==> config.mk <==
export PLATFORM = sky130hd
export DESIGN_NAME = alu_seq_unit
export DESIGN_NICKNAME = d
export VERILOG_FILES = /design/src/rtl/alu_pkg.sv /design/src/rtl/alu_core.sv /design/src/rtl/alu_seq_unit.sv
export SDC_FILE = /design/constraint.sdc
export NUM_CORES = 1
export LEC_CHECK = 0
export ABC_AREA = 0
export BUFFER_PORTS_ARGS = -buffer_cell sky130_fd_sc_hd__buf_2
export CAP_MARGIN = 40
export CORE_ASPECT_RATIO = 1.25
export CORE_UTILIZATION = 61
export CTS_CLUSTER_DIAMETER = 40
export DETAILED_ROUTE_END_ITERATION = 7
export PLACE_DENSITY = 0.79
export SKIP_LAST_GASP = 1
export SLEW_MARGIN = 20
export SYNTH_ARGS = -nofsm -noshare
export SYNTH_HDL_FRONTEND = slang
export SYNTH_SLANG_ARGS = --single-unit
==> constraint.sdc <==
create_clock -name clk -period 3.5 [get_ports clk]
set_clock_uncertainty 0.15 [all_clocks]
set_input_delay 0.175 -clock clk [delete_from_list [all_inputs] [get_ports clk]]
set_output_delay 0.175 -clock clk [all_outputs]
set_load 0.01 [all_outputs]
==> src/rtl/alu_pkg.sv <==
// Shared ALU definitions.
// Holds the ALU_function encodings (shared with the ALU control decoder),
// the sequencer state encoding and the shift-amount width derivation.
package alu_pkg;

  localparam int unsigned ALU_WIDTH = 32;

  // Shift-amount width for a given operand width.
  function automatic int unsigned shw_for(input int unsigned width);
    return $clog2(width);
  endfunction

  localparam int unsigned ALU_SHW = shw_for(ALU_WIDTH);

  typedef enum logic [1:0] {
    ALU_ADD   = 2'b00,
    ALU_SUB   = 2'b01,
    ALU_OR    = 2'b10,
    ALU_SHIFT = 2'b11
  } alu_func_e;

  typedef enum logic {
    ST_IDLE  = 1'b0,
    ST_SHIFT = 1'b1
  } seq_state_e;

endpackage

==> src/rtl/alu_core.sv <==
// Combinational single-cycle ALU: ADD, SUB, OR with signed overflow.
// Ports:
//   func : operation code (SHIFT yields zero; shifts are sequenced elsewhere)
//   a, b : operands
//   y    : result, modulo 2^WIDTH
//   ovf  : signed overflow, only for ADD/SUB
module alu_core
  import alu_pkg::*;
#(
  parameter int unsigned WIDTH = ALU_WIDTH
) (
  input  alu_func_e        func,
  input  logic [WIDTH-1:0] a,
  input  logic [WIDTH-1:0] b,
  output logic [WIDTH-1:0] y,
  output logic             ovf
);

  always_comb begin
    y   = '0;
    ovf = 1'b0;
    case (func)
      ALU_ADD: begin
        y   = a + b;
        ovf = (a[WIDTH-1] == b[WIDTH-1]) && (y[WIDTH-1] != a[WIDTH-1]);
      end
      ALU_SUB: begin
        y   = a + ~b + WIDTH'(1);
        ovf = (a[WIDTH-1] != b[WIDTH-1]) && (y[WIDTH-1] != a[WIDTH-1]);
      end
      ALU_OR: begin
        y = a | b;
      end
      default: begin
        y   = '0;
        ovf = 1'b0;
      end
    endcase
  end

endmodule

==> src/rtl/alu_seq_unit.sv <==
// Sequenced ALU: ADD/SUB/OR in one cycle, logical left shift iterated one
// bit per cycle behind a start/busy/done handshake.
// Ports:
//   clk, rst_n    : clock (rising edge), asynchronous active-low reset
//   start         : request, sampled only while busy=0
//   ALU_function  : 00 ADD, 01 SUB, 10 OR, 11 SHIFT
//   src1, src2    : operands; src2[SHW-1:0] is the shift amount
//   busy          : high while a shift is iterating
//   done          : one-cycle completion pulse
//   result        : registered result
//   zero          : registered result==0 flag
//   overflow      : registered signed overflow (ADD/SUB)
module alu_seq_unit
  import alu_pkg::*;
#(
  parameter int unsigned WIDTH = ALU_WIDTH,
  parameter int unsigned SHW   = shw_for(WIDTH)
) (
  input  logic             clk,
  input  logic             rst_n,
  input  logic             start,
  input  logic [1:0]       ALU_function,
  input  logic [WIDTH-1:0] src1,
  input  logic [WIDTH-1:0] src2,
  output logic             busy,
  output logic             done,
  output logic [WIDTH-1:0] result,
  output logic             zero,
  output logic             overflow
);

  seq_state_e       state_q, state_d;
  logic [WIDTH-1:0] acc_q, acc_d;
  logic [SHW-1:0]   cnt_q, cnt_d;
  logic             done_q, done_d;
  logic [WIDTH-1:0] result_q, result_d;
  logic             zero_q, zero_d;
  logic             ovf_q, ovf_d;

  alu_func_e        func;
  logic [SHW-1:0]   shamt;
  logic [WIDTH-1:0] core_y;
  logic             core_ovf;

  assign func  = alu_func_e'(ALU_function);
  assign shamt = src2[SHW-1:0];

  alu_core #(
    .WIDTH(WIDTH)
  ) u_core (
    .func (func),
    .a    (src1),
    .b    (src2),
    .y    (core_y),
    .ovf  (core_ovf)
  );

  always_comb begin
    state_d  = state_q;
    acc_d    = acc_q;
    cnt_d    = cnt_q;
    done_d   = 1'b0;
    result_d = result_q;
    zero_d   = zero_q;
    ovf_d    = ovf_q;
    case (state_q)
      ST_IDLE: begin
        if (start) begin
          if (func == ALU_SHIFT) begin
            if (shamt == '0) begin
              result_d = src1;
              zero_d   = (src1 == '0);
              ovf_d    = 1'b0;
              done_d   = 1'b1;
            end else begin
              acc_d   = src1;
              cnt_d   = shamt;
              state_d = ST_SHIFT;
            end
          end else begin
            result_d = core_y;
            zero_d   = (core_y == '0);
            ovf_d    = core_ovf;
            done_d   = 1'b1;
          end
        end
      end
      ST_SHIFT: begin
        acc_d = acc_q << 1;
        cnt_d = cnt_q - SHW'(1);
        // Last iteration: publish the final shifted value directly rather
        // than waiting a cycle for acc to settle.
        if (cnt_q == SHW'(1)) begin
          result_d = acc_q << 1;
          zero_d   = ((acc_q << 1) == '0);
          ovf_d    = 1'b0;
          done_d   = 1'b1;
          state_d  = ST_IDLE;
        end
      end
      default: begin
        state_d = ST_IDLE;
      end
    endcase
  end

  always_ff @(posedge clk or negedge rst_n) begin
    if (!rst_n) begin
      state_q  <= ST_IDLE;
      acc_q    <= '0;
      cnt_q    <= '0;
      done_q   <= 1'b0;
      result_q <= '0;
      zero_q   <= 1'b0;
      ovf_q    <= 1'b0;
    end else begin
      state_q  <= state_d;
      acc_q    <= acc_d;
      cnt_q    <= cnt_d;
      done_q   <= done_d;
      result_q <= result_d;
      zero_q   <= zero_d;
      ovf_q    <= ovf_d;
    end
  end

  assign busy     = (state_q == ST_SHIFT);
  assign done     = done_q;
  assign result   = result_q;
  assign zero     = zero_q;
  assign overflow = ovf_q;

endmodule

After elaboration in Yosys (flattened, before gate mapping):

Cells that the tools add are included.

* register bits after elaboration: 72
* bits of input ports: 69
* output and inout port bits: 36
* word-level logic and storage cells: 71

* $add $sub $neg: 4
* equality and inequality tests: 13
* mux-type cells: 35
* bitwise logic cells: 3
* reductions and logical operators: 9

Operators with widths (number)
* 2-to-1 mux 32 bit: 4
* zero test 32 bit: 3
* one-hot mux 32 bit (3 select lines): 1
* 2-to-1 mux 31 bit: 3
* adder 32 bit: 2
* one-hot mux 32 bit (2 select lines): 1
* one-hot mux 31 bit (2 select lines): 1
* adder 32 x 1 -> 32 bit, second input constant: 1
* NOT 32 bit: 1
* OR 32 bit: 1
* 2-to-1 mux 1 bit: 16
* 2-to-1 mux 5 bit: 3
* one-hot mux 1 bit (2 select lines): 5
* one-hot mux 5 bit (2 select lines): 1
* inequality test 2 bit, second input constant: 3
* AND reduction 3 bit: 2
* == test 5 x 1 -> 1 bit, second input constant: 1
* zero test 5 bit: 1
* subtractor 5 x 1 -> 5 bit, second input constant: 1
* == test 2 bit, second input constant: 2
* inequality test 1 bit: 3
* inequality test 3 bit, second input constant: 1
* == test 2 x 1 -> 1 bit, second input constant: 1
* logical AND 1 bit: 2
* other kinds (4): 4

Depth between registers and ports, before layout:

* depth after elaboration: 9
* mapped depth: 15
* mapped depth without buffers: 15

Modules after synthesis:

Synthesis repeated with hierarchy kept, for this count alone.

* cell total of the unflattened synthesis: 1057
* area, all modules: 8336.7 um^2

Modules (own cells, without submodules)
* alu_core: instances 1, cells each 641, area an instance 4386.7 um^2, seq. area each 0.0 um^2
* alu_seq_unit: instances 1, cells each 416, area an instance 3950.0 um^2, seq. area each 1801.7 um^2

Least setup slack after synthesis:

Ideal clock, no wire load.

* path type: input port to flip-flop
* from: input port src1[13]
* to: register zero_q, in the netlist zero
* setup time: 0.076 ns
* arrival time: 3.260 ns
* data required time: 3.274 ns
* setup slack: 0.013 ns
* stages: 14
* buffers on the path: 1
* path through: inv_1 > ha_1 > buf_6 > or4_4 > nand2b_4 > a2111oi_4 > o31ai_2 > a211oi_2 > nor2_1 > a221oi_4 > or4_1 > a31oi_1 > or4_1 > o21ai_1

* word-level cells in the longest chain between the ends: 7
* elaborated cells on any way between the ends: 11
* classes of those cells: add/sub (3); mux (5); bitwise (1); reduce/logical (2)

RTL lines
* from (decl): RTL line alu_seq_unit.sv:23 `input logic [WIDTH-1:0] src1,`
* adder 32 bit: RTL line alu_core.sv:28 `y = a + ~b + WIDTH'(1);`
* adder 32 x 1 -> 32 bit: RTL line alu_core.sv:28
* one-hot mux 32 bit (3 select lines): RTL line alu_core.sv:22 `case (func)`
* zero test 32 bit: RTL line alu_seq_unit.sv:82 `zero_d = (core_y == '0);`
* 2-to-1 mux 1 bit *: RTL line alu_seq_unit.sv:69 `if (func == ALU_SHIFT) begin`
* 2-to-1 mux 1 bit *: RTL line alu_seq_unit.sv:68 `if (start) begin`
* one-hot mux 1 bit (2 select lines) *: RTL line alu_seq_unit.sv:66 `case (state_q)`
* to (signal assigned): RTL line alu_seq_unit.sv:122 `zero_q <= zero_d;`
* to (decl): RTL line alu_seq_unit.sv:37 `logic zero_q, zero_d;`

Every way passes the cells marked *; elsewhere a longest branch is shown, timed or not. The select of a mux whose other input is x is not followed.
A chain may end at the register's enable or synchronous reset.

Worst setup path in the final report:

* from: input port src1[0]
* to: register result_q[28], in the netlist result[28]

* word-level cells in the longest chain between the ends: 6
* elaborated cells on any way between the ends: 7
* classes of those cells: add/sub (3); mux (4)

RTL lines
* adder 32 bit: RTL line alu_core.sv:28
* adder 32 x 1 -> 32 bit: RTL line alu_core.sv:28
* one-hot mux 32 bit (3 select lines) *: RTL line alu_core.sv:22
* 2-to-1 mux 32 bit *: RTL line alu_seq_unit.sv:69
* 2-to-1 mux 32 bit *: RTL line alu_seq_unit.sv:68
* one-hot mux 32 bit (2 select lines) *: RTL line alu_seq_unit.sv:66
* to (signal assigned): RTL line alu_seq_unit.sv:121 `result_q <= result_d;`
* to (decl): RTL line alu_seq_unit.sv:36 `logic [WIDTH-1:0] result_q, result_d;`

Marks and branches as above.

==> run_results.csv <==
group,metric,value,unit
run_status,outcome,"finished, violations left",
run_status,violations,"negative setup slack",
sta,hold_viol_final,0,
place,dp.cells,1547,
routing,via_count,10180,
floorplanning,design.core.area,13750,sq um
clock_network,cts_sinks,72,
sta,worst_slew_pin_slew,874.6,ps
job,cap_violations,0,
sta,slew_headroom,0.4116,
logic_synthesis,synth_cell_types,84,
logic_synthesis,ys_async_sr_fraction,1.000,
place,dp_hpwl,24540,um
power_and_ir_drop,leakagePower,5.592,nW
floorplanning,fp.dieW,108.0,um
logic_synthesis,ys.flop_type,"dfrtp_1",
sta,setup_viol,1,
critical_path,critical_path_required,3560,ps
critical_path,cpPeakStageDelay,480,ps
clock_network,insertion_delay,340,ps
logic_synthesis,synth_edf_count,0,
critical_path,start_kind,"input pin",
global_route,antenna_found_initial,0,
cells_and_area,utilization,0.8184,
critical_path,slowest_stage,"a2111o_1",
power_and_ir_drop,ir_drop,0.6810,mV
sta,fmax,282.5,MHz
critical_path,crit_path_end_kind,"flip-flop",
routing,viasPerCell,6.504,
place,port_buffers,104,
global_route,grtUsageTotal,0.4478,
critical_path,path_buf_inv,5,
critical_path,cp.arrival,3600,ps
floorplanning,row_count,48,
clock_network,cts-root-buf,"clkbuf_16",
logic_synthesis,ys_ff_latch,72,
cells_and_area,final_common_cell,"buf_4",
place,gp_congestion,1.019,
global_route,grt_pass1_vias,9599,
cells_and_area,layout.nets,1560,
cells_and_area,areaGrowthSynthToFinish,31.29,%
place,place_area,10640,sq um
floorplanning,die_h,134.5,um
logic_synthesis,synth_nets,1301,
routing,wl_per_cell,21.10,um
logic_synthesis,syn_inst,1126,
routing,routed_wl,33030,um
cells_and_area,layout_common_cells,"buf_4 (208), nand2_1 (121), ha_1 (102), buf_2 (101), nor2_1 (86)",
global_route,grt.overflow.total,0,
critical_path,crit_path_max_fanout,3,
sta,drv_slew,0,
routing,drcViolationCount,0,
global_route,top_usage_layer,"met2",
cells_and_area,final_cell_count_no_fill,1565,
critical_path,crit_family,"compound AO/OA/AOI/OAI gates",
cells_and_area,diodes,0,
floorplanning,start_util,0.6234,
logic_synthesis,avgSynthCellArea,7.614,sq um
critical_path,crit_chain,"buf_8 > inv_4 > ha_4 > inv_2 > fa_2 > nand2b_4 > a2111o_1 > a2111oi_4 > o31ai_4 > buf_6 > a211oi_4 > nor2_2 > a221oi_4 > buf_4 > xor2_1 > o221ai_2 > a211oi_2 > o21ai_1",
clock_network,ctsHtreeMaxLevel,3,
global_route,met3_usage,0.08349,
clock_network,clockBufferDepth,2,
clock_network,clk_pin_slew,60,ps
logic_synthesis,ys_seq_area_frac,0.2102,
sta,rsz0062_at_grt,"true",
global_route,grt_pass1_wl,50040,um
floorplanning,dieArea,14540,sq um
global_route,met2_usage,0.6929,
global_route,grt_max_degree,59,
routing,antenna_left,0,
logic_synthesis,synth_warnings,0,
power_and_ir_drop,power_density,523.6,nW/um^2
logic_synthesis,syn-cell-area,8573,sq um
worst_hold_path,min_path_type,"input pin to flip-flop",
clock_network,numCtsBuffers,9,
sta,min_period,3540,ps
cells_and_area,layout-drive-gt1-share,0.2806,
floorplanning,pin_count,105,
sta,layout_setup_ws,-40.43,ps
global_route,grtUsageMet1,0.5795,
sta,fin_crit_sh,1.012,
routing,first_iter_violations,1133,
clock_network,tritoncts,"built",
routing,drt_first_pass_iters,6,
critical_path,path_class,"input pin to flip-flop",
cells_and_area,fin_area,11260,sq um
-- where the power goes --
group,switching [mW],internal (mW)
Combinational,1.89,1.27
Clock,0.358,0.756
Sequential,0.368,1.24
Total,2.62,3.27
-- tightest hold or removal path, delay by kind of cell --
kind / cells / cell delay (ps)
buffers and inverters: 1 / 190
AO/OA/AOI/OAI: 1 / 80
AND/OR/NAND/NOR: 1 / 90
-- metrics by stage --
| step | setup TNS (ps) | hold WS (ps) | power [mW] | worst slack, ps |
|---|---|---|---|---|
| 2_1_floorplan | 0 | -270.6 | 3.318 | 13.18 |
| 3_5_place_dp | -1730 | 97.65 | 4.451 | -401.5 |
| 4_1_cts | 0 | 42.55 | 5.676 | 22.26 |
| 3_3_place_gp | -1054 | 95.33 | 4.327 | -278.8 |
| 6_report | -40.43 | 85.79 | 5.893 | -40.43 |
| 5_1_grt | -334.5 | 98.40 | 6.184 | -131.6 |
-- kinds of logic after synthesis --
family | count (synthesis) | synth area share
simple gates | 327 | 0.1782
xor+xnor | 37 | 0.03780
mux | 40 | 0.04699
buf+inv | 168 | 0.07458
fa+ha+maj | 106 | 0.1565
flops | 72 | 0.2102
compound gates | 376 | 0.2958
-- registers in the layout, summed over array words and instances (netlist names) --
signal / cells
acc_q: 31
cnt_q: 5
busy: 1
done: 1
result: 32
zero: 1
overflow: 1
-- cell usage after synthesis, types with 5 or more instances --
cell type  count  area (sq um)
o22ai_1       17         106.4
nor2_1        87         326.6
xor2_1        11         96.34
a21o_1        20         150.1
o31a_1         7         61.31
clkbuf_1      62         232.7
nor4_1        26         162.7
a21oi_1       69         345.3
o21a_1         8         60.06
ha_1         104          1301
dfrtp_1       72          1802
xnor2_1       26         227.7
o21ai_1       25         125.1
o221ai_1       7         61.31
inv_2         13         48.80
and3_1         5         31.28
mux2i_1       38         380.4
a221oi_1       6         52.55
nand2_1      121         454.2
o31ai_1       16         120.1
o21bai_1       5         37.54
nand2b_1      10         62.56
a31oi_1       18         112.6
a221o_1        6         60.06
nand3_1       12         60.06
and2_1         7         43.79
a211o_1        8         70.07
nand4_1       10         62.56
inv_1         88         330.3
nor3_1        18         90.09
o211ai_1      17         127.6
nor2b_1        8         50.05
o21ai_0       75         375.4
a211oi_1      23         172.7
-- worst paths after layout --
check / startpoint / endpoint / slack [ps] / cells after the start
worst max-delay path: src1[0] / result[28] / -40 / 18
worst min-delay path: src1[30] / acc_q[30] / 90 / 3
worst max register to register: acc_q[27] / zero / 20 / 10
worst min register to register: result[9] / result[9] / 320 / 1
max in group asynchronous: rst_n / acc_q[11] / 2090 / 3
min in group asynchronous: rst_n / cnt_q[1] / 280 / 2
-- layout make-up --
class,count,area [sq um]
Fill cell,897,2497
Inverter,101,381.6
Sequential cell,72,1803
Timing Repair Buffer,315,2137
Clock buffer,12,266.5
Clock inverter,4,98.84
Multi-Input combinational cell,886,6350
Tap cell,175,219.0
-- metal layers --
layer | up-vias | share of wire
met3 | 185 | 0.11
met5 | - | 0
met1 | 4656 | 0.39
met4 | 0 | 0.065
met2 | 750 | 0.43
li1 | 4587 | -
-- timing repair --
item / 4_1_cts / 5_1_grt
setup endpoints to repair: 3 / 4
resized for setup: 5 / 45
buffers inserted: 0 / 1
pin swaps: 4 / 17
hold endpoints to repair: 30 / 0
hold buffers: 1 / 0
Note: power is estimated with default switching activity, not from simulation.
